[src/rtl/seven_seg_display_ctrl.sv]
`default_nettype none
// ============================================================================
//  Module   : seven_seg_display_ctrl
//  Purpose  : Avalon-MM slave driving NUM_DIGITS active-low seven-segment
//             displays with hex decode, enables, DPs, LZ blanking and blink.
//  Revision : 1.0  initial release
// ============================================================================
module seven_seg_display_ctrl #(
    parameter int NUM_DIGITS = 6,
    parameter int CLK_HZ     = 50000000,
    parameter int BLINK_HZ   = 2
) (
    input  logic                    clk,
    input  logic                    reset,
    input  logic [1:0]              address,
    input  logic                    chipselect,
    input  logic                    write,
    input  logic [31:0]             writedata,
    input  logic                    read,
    output logic [31:0]             readdata,
    output logic [8*NUM_DIGITS-1:0] hex_n
);

    localparam int C_HALF_PERIOD = CLK_HZ / (2 * BLINK_HZ);
    localparam int C_CNT_W       = (C_HALF_PERIOD > 1) ? $clog2(C_HALF_PERIOD) : 1;
    localparam logic [C_CNT_W-1:0] C_CNT_LAST = C_CNT_W'(C_HALF_PERIOD - 1);

    localparam logic [1:0] C_ADDR_VALUE = 2'd0;
    localparam logic [1:0] C_ADDR_CTRL  = 2'd1;
    localparam logic [1:0] C_ADDR_BLINK = 2'd2;
    localparam logic [1:0] C_ADDR_INFO  = 2'd3;

    logic [4*NUM_DIGITS-1:0] r_value;
    logic [NUM_DIGITS-1:0]   r_en;
    logic [NUM_DIGITS-1:0]   r_dp;
    logic                    r_lzb;
    logic [NUM_DIGITS-1:0]   r_blink;
    logic [C_CNT_W-1:0]      r_cnt;
    logic                    r_phase;
    logic [31:0]             r_readdata;
    logic [8*NUM_DIGITS-1:0] r_hex_n;

    logic                    w_wr;
    logic                    w_rd;
    logic [31:0]             w_rdata;
    logic [NUM_DIGITS-1:0]   w_nonzero;
    logic [NUM_DIGITS-1:0]   w_lz_blank;
    logic [8*NUM_DIGITS-1:0] w_hex_nxt;
    logic                    w_unused_wdata;

    assign w_wr           = chipselect & write;
    assign w_rd           = chipselect & read;
    assign w_unused_wdata = &{1'b0, writedata};

    function automatic logic [6:0] seg_decode(input logic [3:0] i_nib);
        logic [6:0] v;
        case (i_nib)
            4'h0: v = 7'h3F;
            4'h1: v = 7'h06;
            4'h2: v = 7'h5B;
            4'h3: v = 7'h4F;
            4'h4: v = 7'h66;
            4'h5: v = 7'h6D;
            4'h6: v = 7'h7D;
            4'h7: v = 7'h07;
            4'h8: v = 7'h7F;
            4'h9: v = 7'h6F;
            4'hA: v = 7'h77;
            4'hB: v = 7'h7C;
            4'hC: v = 7'h39;
            4'hD: v = 7'h5E;
            4'hE: v = 7'h79;
            default: v = 7'h71;
        endcase
        return v;
    endfunction

    // Register file; the BLINK write also restarts the blink timer.
    always_ff @(posedge clk) begin
        if (reset) begin
            r_value <= '0;
            r_en    <= '1;
            r_dp    <= '0;
            r_lzb   <= 1'b0;
            r_blink <= '0;
        end else if (w_wr) begin
            case (address)
                C_ADDR_VALUE: r_value <= writedata[4*NUM_DIGITS-1:0];
                C_ADDR_CTRL: begin
                    r_en  <= writedata[NUM_DIGITS-1:0];
                    r_dp  <= writedata[8+NUM_DIGITS-1:8];
                    r_lzb <= writedata[16];
                end
                C_ADDR_BLINK: r_blink <= writedata[NUM_DIGITS-1:0];
                default: ;
            endcase
        end
    end

    always_ff @(posedge clk) begin
        if (reset || (w_wr && address == C_ADDR_BLINK)) begin
            r_cnt   <= '0;
            r_phase <= 1'b0;
        end else if (r_cnt == C_CNT_LAST) begin
            r_cnt   <= '0;
            r_phase <= ~r_phase;
        end else begin
            r_cnt   <= r_cnt + 1'b1;
        end
    end

    always_comb begin
        w_rdata = '0;
        case (address)
            C_ADDR_VALUE: w_rdata[4*NUM_DIGITS-1:0] = r_value;
            C_ADDR_CTRL: begin
                w_rdata[NUM_DIGITS-1:0]   = r_en;
                w_rdata[8+NUM_DIGITS-1:8] = r_dp;
                w_rdata[16]               = r_lzb;
            end
            C_ADDR_BLINK: begin
                w_rdata[NUM_DIGITS-1:0] = r_blink;
                w_rdata[31]             = r_phase;
            end
            C_ADDR_INFO: w_rdata[3:0] = 4'(NUM_DIGITS);
            default: ;
        endcase
    end

    // Read data is captured from pre-write state, so a same-cycle write is not seen.
    always_ff @(posedge clk) begin
        if (reset) begin
            r_readdata <= '0;
        end else if (w_rd) begin
            r_readdata <= w_rdata;
        end
    end

    // A digit is LZ-blanked when no enabled digit at or above it is non-zero.
    generate
        for (genvar d = 0; d < NUM_DIGITS; d++) begin : g_digit
            assign w_nonzero[d] = r_en[d] && (r_value[4*d +: 4] != 4'h0);

            if (d == 0) begin : g_lsd
                assign w_lz_blank[d] = 1'b0;
            end else begin : g_upper
                assign w_lz_blank[d] = r_lzb && !(|(w_nonzero >> d));
            end

            always_comb begin
                if (!r_en[d]) begin
                    w_hex_nxt[8*d +: 8] = 8'hFF;
                end else if (r_blink[d] && r_phase) begin
                    w_hex_nxt[8*d +: 8] = 8'hFF;
                end else if (w_lz_blank[d]) begin
                    w_hex_nxt[8*d +: 8] = {~r_dp[d], 7'h7F};
                end else begin
                    w_hex_nxt[8*d +: 8] = {~r_dp[d], ~seg_decode(r_value[4*d +: 4])};
                end
            end
        end
    endgenerate

    always_ff @(posedge clk) begin
        if (reset) begin
            r_hex_n <= '1;
        end else begin
            r_hex_n <= w_hex_nxt;
        end
    end

    assign readdata = r_readdata;
    assign hex_n    = r_hex_n;

endmodule
`default_nettype wire

[config.mk]
export PLATFORM = sky130hd
export DESIGN_NAME = seven_seg_display_ctrl
export DESIGN_NICKNAME = d
export VERILOG_FILES = /design/src/rtl/seven_seg_display_ctrl.sv
export SDC_FILE = /design/constraint.sdc
export NUM_CORES = 1
export LEC_CHECK = 0
export ABC_AREA = 1
export ABC_CLOCK_PERIOD_IN_PS = 2200
export CAP_MARGIN = 20
export CORE_ASPECT_RATIO = 1.75
export CORE_MARGIN = 3
export CORE_UTILIZATION = 55
export CTS_CLUSTER_SIZE = 40
export DETAILED_ROUTE_END_ITERATION = 6
export HOLD_SLACK_MARGIN = 0.06
export PLACE_DENSITY = 0.8
export SYNTH_ARGS = -nofsm -noshare
export SYNTH_HDL_FRONTEND = slang
export SYNTH_SLANG_ARGS = --single-unit
[constraint.sdc]
create_clock -name clk -period 2.2 [get_ports clk]
set_clock_uncertainty 0.05 [all_clocks]
set_input_delay 0.33 -clock clk [delete_from_list [all_inputs] [get_ports clk]]
set_output_delay 0.33 -clock clk [all_outputs]
set_load 0.03 [all_outputs]
==> run summary, run 1 <==
First-pass GRT wire length = 35090 um
Final setup violation count = 0
Post-CTS resize count = 0
Run status = finished clean
Synth cell types = 31
Hold Crit Class = flop to flop
Rel. slew slack = 61.65%
CP endpoint kind = flop
#FFs+latches synth = 183
Via-to-Cell Ratio = 5.215
Cells after Synth = 1072
Startpoint types = input pin
CTS tree = yes
Setup CP Type = input pin to flop
Pwr dens = 735.2 nW/um^2
Share of power burned in registers = 45.9%
FP Rows = 58
Largest net degree at the start of global routing = 32
Post-Layout Inst Area = 10560 um^2
Worst Tran Pin Value = 573.2 ps
Post-synth top flop = dfxtp_1
Crit Path Max Fanout = 6
Initial Util = 56.66%
Total number of vias = 7546
Clock Power Share = 40.9%
Max Clock Freq = 487.6 MHz
Max-slew violations = 0
Die area = 16440 um^2
Register area share after synthesis = 44.77%
Routed Antenna Nets = 0
Width of the die = 98.21 um
Number of setup buffers added after CTS = 0
Maximum clock path buffer count = 2
Placed cell area = 9945 um^2
Worst endpoint required time = 2460 ps
Synth top area share = 44.77%
Number of I/O pins = 119
Clock sink count = 183
# fillers = 1135
Cell accounting for the most synthesized area = dfxtp_1
H-tree levels = 4
GRT Util Overall = 26.19%
Leak Pwr = 0.004650 uW
Critical path arrival = 2310 ps
Max Cap Viol = 0
Cell Int Power = 5786 uW
Total CTS buffers = 17
First DRT Iteration DRCs = 440
Placeable Area = 14440 um^2
Top cells by area, synth = dfxtp_1 (45%), nand2_1 (14%), ha_1 (6.6%)
Ys Warns = 0
Clk slew on worst S/H paths = 70 ps
Root Driver = clkbuf_16
Hold Buf Count CTS = 0
Clk Latency, worst-skew pair = 430 ps
Switching power = 1981 uW
Worst vdd ir = 449.8 uV
Final #Nets = 1336
Routed WL = 21260 um
RSZ-0062 raised after global routing = false
Mean area per synthesized cell = 7.633 um^2
Sw frac = 25.51%
Die Span Y = 167.4 um
Most frequent cells in the layout = nand2_1 (304), dfxtp_1 (183), inv_1 (120)
Number of enable flip-flop cells after synthesis = 0
Vias in the first global route = 7534
Fraction of layout cells with a size suffix above 1 = 13.34%
Gate power share = 13.2%
Count of buffers from port buffering = 103
GRT overflow = 0
Tmin final = 2051 ps
Fin. Hold Viols = 0
Commonest non-fill, non-tap cell in the layout = nand2_1
Overall Power = 7767 uW
Drt first pass iters = 5
Antenna violations before repair = 0
Gp weighted congestion = 0.9639
Hpwl dp = 16000 um
Mapped cell area = 8183 um^2
Setup TNS = 0 ps
Period utilization = 93.23%
DRC viols = 0
Avg WL per Cell = 14.69 um
ANT cells = 0
Ys async rst share = 0%
Layout area overhead = 29.10%
## area by class of cell
cell class | instances | area (um^2) | share of cell area (%)
clock buffers | 21 | 460.4 | 4.359
clock inverters | 11 | 158.9 | 1.504
inverters | 129 | 484.2 | 4.584
multi-input cells | 733 | 3850 | 36.44
flip-flops and latches | 183 | 3664 | 34.68
well taps | 180 | 225.2 | 2.132
repair buffers | 190 | 1722 | 16.30
## power groups by stage
stage / combinational [uW] / sequential, uW / clock (uW)
2_1_floorplan: 425 / 3800 / 0
3_3_place_gp: 1000 / 3640 / 0
3_5_place_dp: 1020 / 3640 / 0
4_1_cts: 1030 / 3570 / 3210
5_1_grt: 1110 / 3580 / 3370
6_report: 1020 / 3570 / 3170
## cells in the mapped netlist (all sizes together) (4+ instances only)
library cell,n
a211oi,4
a21oi,39
a31oi,9
buf,27
clkbuf,6
dfxtp,183
ha,43
inv,129
nand2,314
nand3,123
nand3b,7
nand4,40
nor2,99
o211ai,9
o21ai,29
xnor2,4
xor2,4
## through the flow
| step | hold slack, ps | instances | worst slack [ps] | util, % |
|---|---|---|---|---|
| global placement | 303.2 | 1415 | -161.2 | 68.86 |
| floorplan | 301.7 | 1078 | 210.1 | - |
| finish | 320.2 | 1447 | 148.9 | 73.15 |
| detailed placement | 305.8 | 1415 | -258.0 | 68.86 |
| CTS | 321.7 | 1447 | 157.4 | 73.15 |
| global route | 330.7 | 1447 | 34.63 | 73.15 |
## critical path, cell delays in order
cell and delay [ps]:
clkdlybuf4s50_1 590, inv_2 70, nand2_2 90, nor2_4 50, buf_4 160, nand2_1 60
nand3_1 200, inv_1 180, ha_1 180, nand4_1 170, nand3_1 150, nand2_1 80
## path summary, 6_finish.rpt
| kind | startpoint | endpoint | slack [ps] | cells past startpoint |
|---|---|---|---|---|
| hold / removal | flop | hex_n[0] | 320 | 1 |
| hold reg to reg | flop | hex_n[0] | 320 | 1 |
| setup / recovery | address[1] | flop | 150 | 12 |
| setup reg to reg | r_cnt[0] | r_cnt[16] | 370 | 9 |
## cells by family after synthesis
| kind of cell | Yosys count | synth area share [%] |
|---|---|---|
| and+or+nand+nor | 585 | 33.16 |
| DFF | 183 | 44.77 |
| buffers and inverters | 162 | 8.456 |
| AOI/OAI and AO/OA | 90 | 6.131 |
| adders and majority gates | 43 | 6.575 |
| xor gates and xnor gates | 8 | 0.8562 |
| other | 1 | 0.04583 |
## layer usage
| metal | track usage (%) | wire length (um) |
|---|---|---|
| met1 | 25.75 | 7658 |
| met2 | 52.14 | 12120 |
| met3 | 4.669 | 845 |
| met4 | 10.94 | 635 |
| met5 | 0 | 0 |
(Power assumes the default switching activity.)
==> run 2: changes to the inputs <==
--- a/config.mk
+++ b/config.mk
@@ -15,6 +15,7 @@
 export DETAILED_ROUTE_END_ITERATION = 6
 export HOLD_SLACK_MARGIN = 0.06
 export PLACE_DENSITY = 0.8
+export SETUP_SLACK_MARGIN = 0.15
 export SYNTH_ARGS = -nofsm -noshare
 export SYNTH_HDL_FRONTEND = slang
 export SYNTH_SLANG_ARGS = --single-unit
==> run summary, run 2 (synthesis gave the netlist of run 1 again) <==
Register area = 3664 um^2 (unchanged)
Placeable Area = 14440 um^2 (unchanged)
Tmin final = 1921 ps (-129.9 ps)
CTS tree = yes
Routed Antenna Nets = 0 (unchanged)
Hold WS = 319.9 ps (-0.2680 ps)
Layout Cells excl Fill = 1447 (unchanged)
Run status = finished clean
Setup TNS = 0 ps (unchanged)
CP Depth = 12 (unchanged)
Clk Latency, worst-skew pair = 430 ps (about the same)
Hold Buf Count CTS = 0 (unchanged)
Clock sink count = 183 (unchanged)
Gp weighted congestion = 0.9639 (unchanged)
Pwr dens = 734.1 nW/um^2 (-0.16%)
H-tree levels = 4 (unchanged)
Largest net degree at the start of global routing = 32 (unchanged)
Max-slew violations = 0 (unchanged)
Total number of vias = 7535 (-0.15%)
Root Driver = clkbuf_16
Initial Util = 56.66% (unchanged)
Worst vdd ir = 437.6 uV (-2.7%)
GRT overflow = 0 (unchanged)
Final #Nets = 1336 (unchanged)
Worst endpoint required time = 2470 ps (about the same)
Die Span Y = 167.4 um (unchanged)
Avg WL per Cell = 14.74 um (+0.33%)
Fin. Hold Viols = 0 (unchanged)
Crit path max-delay family = buffers and inverters
Vias in the first global route = 7534 (unchanged)
Slowest CP cell = clkdlybuf4s50_1
Max Clock Freq = 520.5 MHz (+6.8%)
Crit Path Max Fanout = 5 (-1)
Fraction of layout cells with a size suffix above 1 = 13.65% (+0.32 points)
Number of I/O pins = 119 (unchanged)
Setup CP Type = input pin to flop
Hold Crit Class = flop to flop
RSZ-0062 raised after global routing = false
Leak Pwr = 0.004670 uW (+0.42%)
Commonest non-fill, non-tap cell in the layout = nand2_1
CP Cell Sequence = clkdlybuf4s50_1 > nand2_2 > nor2_4 > buf_4 > nor2_1 > nor2_1 > inv_1 > ha_1 > inv_1 > nand4_1 > nand3_1 > nand2_1
Via-to-Cell Ratio = 5.207 (-0.15%)
Rel. slew slack = 61.42% (-0.23 points)
Setup ws final = 278.8 ps (+129.9 ps)
Area of the multi-input gates = 3865 um^2 (+0.39%)
Final core utilization = 73.29% (+0.14 points)
Total CTS buffers = 17 (unchanged)
# fillers = 1131 (-0.35%)
Startpoint types = input pin
CP endpoint kind = flop
Count of buffers from port buffering = 103 (unchanged)
Antenna violations before repair = 0 (unchanged)
Hpwl dp = 16000 um (unchanged)
Number of setup buffers added after CTS = 0 (unchanged)
Final setup violation count = 0 (unchanged)
FP Rows = 58 (unchanged)
Maximum clock path buffer count = 2 (unchanged)
# placed instances = 1415 (unchanged)
Clk slew on worst S/H paths = 70 ps (about the same)
ANT cells = 0 (unchanged)
Crit-path max cell delay = 490 ps (-100 ps)
Die area = 16440 um^2 (unchanged)
First-pass GRT wire length = 35090 um (unchanged)
First DRT Iteration DRCs = 458 (+4.1%)
Max Cap Viol = 0 (unchanged)
Routed WL = 21330 um (+0.33%)
Width of the die = 98.21 um (unchanged)
Dpl ws = -258.0 ps (unchanged)
Critical path arrival = 2190 ps (-120 ps)
Worst Path Buf+Inv = 4 (unchanged)
Cell depth of the worst flop-to-flop path = 9 (unchanged)
Drt first pass iters = 5 (unchanged)
Worst Tran Pin Value = 576.6 ps (+3.400 ps)
Layout area overhead = 29.34%
Post-CTS resize count = 0 (unchanged)
Period utilization = 87.33% (-5.9 points)
Most frequent cells in the layout = nand2_1 (303), dfxtp_1 (183), inv_1 (120)
DRC viols = 0 (unchanged)
Hold path cells = 1 (unchanged)
GRT Util Overall = 26.19% (unchanged)
## run 2: cell count changes in the layout (fill, tap and decap cells not counted), sizes merged
| cell | before | now |
|---|---|---|
| clkdlybuf4s50 | 103 | 101 |
| dlymetal6s2s | 0 | 2 |
## run 2: stage by stage
step	power, uW	area (um^2)
finish	7770	10580
detailed placement	4660	9945
global placement	4641	9945
CTS	7810	10560
floorplan	4228	8205
global route	8067	10580
## run 2: layout make-up
class                      count  area share [%]
clock inverter                11           1.501
multi-input combinational    733           36.52
inverter                     129           4.575
tap                          180           2.128
sequential                   183           34.61
clock buffer                  21           4.350
timing repair buffer         190           16.31
## run 2: where the power goes
group	internal (uW)	leakage [uW]	switching, uW
clock	1870	0.000293	1300
combinational	419	0.00288	608
sequential	3500	0.00150	70.7
## run 2: worst paths after layout
kind / slack (ps) / from / end
setup / recovery: 280 / chipselect / flop
hold / removal: 320 / flop / hex_n[0]
setup reg to reg: 410 / r_cnt[0] / r_cnt[16]
hold reg to reg: 320 / flop / hex_n[0]
## run 2: per-layer routing
layer | track usage, % | share of wire [%] | up-vias
met4 | 10.94 | 2.9 | 0
met1 | 25.75 | 36 | 3486
met2 | 52.14 | 57 | 219
met5 | 0 | 0 | -
li1 | - | - | 3782
met3 | 4.669 | 4.1 | 48
==> run 3: changes to the inputs <==
--- a/config.mk
+++ b/config.mk
@@ -9,13 +9,13 @@
 export ABC_CLOCK_PERIOD_IN_PS = 2200
 export CAP_MARGIN = 20
 export CORE_ASPECT_RATIO = 1.75
-export CORE_MARGIN = 3
 export CORE_UTILIZATION = 55
 export CTS_CLUSTER_SIZE = 40
 export DETAILED_ROUTE_END_ITERATION = 6
 export HOLD_SLACK_MARGIN = 0.06
 export PLACE_DENSITY = 0.8
 export SETUP_SLACK_MARGIN = 0.15
+export SKIP_LAST_GASP = 1
 export SYNTH_ARGS = -nofsm -noshare
 export SYNTH_HDL_FRONTEND = slang
 export SYNTH_SLANG_ARGS = --single-unit
==> run summary, run 3 (synthesis gave the netlist of run 1 again) <==
Leak Pwr = 0.004670 uW (about the same)
DRC viols = 0 (unchanged)
Cell Int Power = 5728 uW (-1.0%)
Max-slew violations = 0 (unchanged)
Clk slew on worst S/H paths = 60 ps (about the same)
Register area = 3664 um^2 (unchanged)
ANT cells = 0 (unchanged)
FP Rows = 58 (unchanged)
Most frequent cells in the layout = nand2_1 (303), dfxtp_1 (183), inv_1 (118)
Run status = finished clean
Width of the die = 94.21 um (-4.1%)
Startpoint types = input pin
Crit-path max cell delay = 500 ps (about the same)
Max Cap Viol = 0 (unchanged)
First-pass GRT wire length = 34000 um (-3.1%)
Root Driver = clkbuf_16
Gate power share = 13.5% (+0.3 points)
Setup ws final = 249.6 ps (-29.27 ps)
Number of I/O pins = 119 (unchanged)
Largest net degree at the start of global routing = 26 (-19%)
Antenna violations before repair = 0 (unchanged)
Layout area overhead = 29.65%
Gp weighted congestion = 1.031 (+6.9%)
Final #Nets = 1335 (-0.075%)
Avg WL per Cell = 14.57 um (-1.2%)
Sw frac = 25.55% (+0.029 points)
Maximum clock path buffer count = 2 (unchanged)
Setup CP Type = input pin to flop
Initial Util = 56.66% (unchanged)
Setup TNS = 0 ps (unchanged)
Fraction of layout cells with a size suffix above 1 = 13.67% (about the same)
Tmin final = 1950 ps (+29.27 ps)
First DRT Iteration DRCs = 391 (-15%)
Post-Layout Inst Area = 10610 um^2 (+0.24%)
Clock Power Share = 40.1% (-0.8 points)
Hold Crit Class = flop to flop
CP endpoint kind = flop
CTS tree = yes
Via-to-Cell Ratio = 5.322 (+2.2%)
Worst endpoint required time = 2470 ps (about the same)
Total number of vias = 7696 (+2.1%)
Die Span Y = 163.4 um (-2.4%)
Hpwl dp = 15650 um (-2.2%)
Drt first pass iters = 5 (unchanged)
CP Cell Sequence = clkdlybuf4s50_1 > buf_6 > nor2_4 > buf_4 > nand3b_1 > nand2_1 > nor2_1 > inv_1 > ha_1 > inv_1 > nand4_1 > nand3_1 > nand2_1
Switching power = 1965 uW (-0.87%)
Vias in the first global route = 7540 (+0.080%)
Clock sink count = 183 (unchanged)
Period utilization = 88.66% (+1.3 points)
Placeable Area = 14440 um^2 (unchanged)
Crit Path Max Fanout = 7 (+2)
Critical path arrival = 2220 ps (+30 ps)
Max Clock Freq = 512.7 MHz (-1.5%)
# fillers = 1119 (-1.1%)
Placed cell area = 9980 um^2 (+0.35%)
Area of the multi-input gates = 3860 um^2 (-0.13%)
Die area = 15390 um^2 (-6.4%)
Dpl ws = -269.2 ps (-11.22 ps)
Routed WL = 21060 um (-1.2%)
GRT Util Overall = 28.34% (+2.2 points)
Worst vdd ir = 449.2 uV (+2.7%)
Slowest CP cell = clkdlybuf4s50_1
Commonest non-fill, non-tap cell in the layout = nand2_1
H-tree levels = 4 (unchanged)
GRT overflow = 0 (unchanged)
Pwr dens = 725.2 nW/um^2 (-1.2%)
Fin. Hold Viols = 0 (unchanged)
Share of power burned in registers = 46.4% (+0.5 points)
RSZ-0062 raised after global routing = false
Routed Antenna Nets = 0 (unchanged)
Total CTS buffers = 17 (unchanged)
Final setup violation count = 0 (unchanged)
Count of buffers from port buffering = 103 (unchanged)
Clk Latency, worst-skew pair = 420 ps (about the same)
==> run 3: final timing paths <==
path,start,endpoint,slack (ps),cells after the start
worst max-delay path,address[0],flop,250,13
worst min-delay path,flop,hex_n[1],320,1
worst max register to register,r_cnt[0],r_cnt[10],530,7
worst min register to register,flop,hex_n[1],320,1
==> run 3: area by class of cell <==
class,instances,area share (%)
multi-input cells,733,36.38
repair buffers,189,16.72
clock buffers,23,4.600
inverters,129,4.564
well taps,180,2.123
flip-flops and latches,183,34.53
clock inverters,9,1.073
==> run 3: layer usage <==
metal	global-route usage (%)	share of wire, %	up-vias
li1	-	-	3777
met1	27.14	35	3554
met2	54.48	55	293
met3	4.423	5.2	72
met4	17.34	4.5	0
met5	0	0	-
==> run 3: worst max-delay path, delay by kind of cell <==
kind	cells	cell delay [ps]
buffers and inverters	5	970
and+or+nand+nor	7	600
adders and majority gates	1	300
==> run 3: per-stage QoR <==
step	utilization, %	total power, uW	cells	hold slack [ps]
2_1_floorplan	-	4228	1078	301.7
3_3_place_gp	69.10	4641	1413	301.9
3_5_place_dp	69.10	4666	1413	304.3
4_1_cts	73.29	7710	1445	323.2
5_1_grt	73.46	7949	1446	328.3
6_report	73.46	7693	1446	320.3
==> run 3: power groups by stage <==
stage	registers [uW]	logic, uW	clock network [uW]
after floorplan	3800	425	0
after global placement	3640	1010	0
after detailed placement	3640	1020	0
after CTS	3570	1030	3110
after global routing	3580	1120	3240
final	3570	1040	3090
==> run 3: timing repair <==
action | CTS | global route
hold buffers | 0 | 0
setup buffers | 0 | 1
hold endpoints to repair | 0 | 0
pin swaps | 0 | 3
gates resized for setup | 1 | 7
setup endpoints to repair | 1 | 28
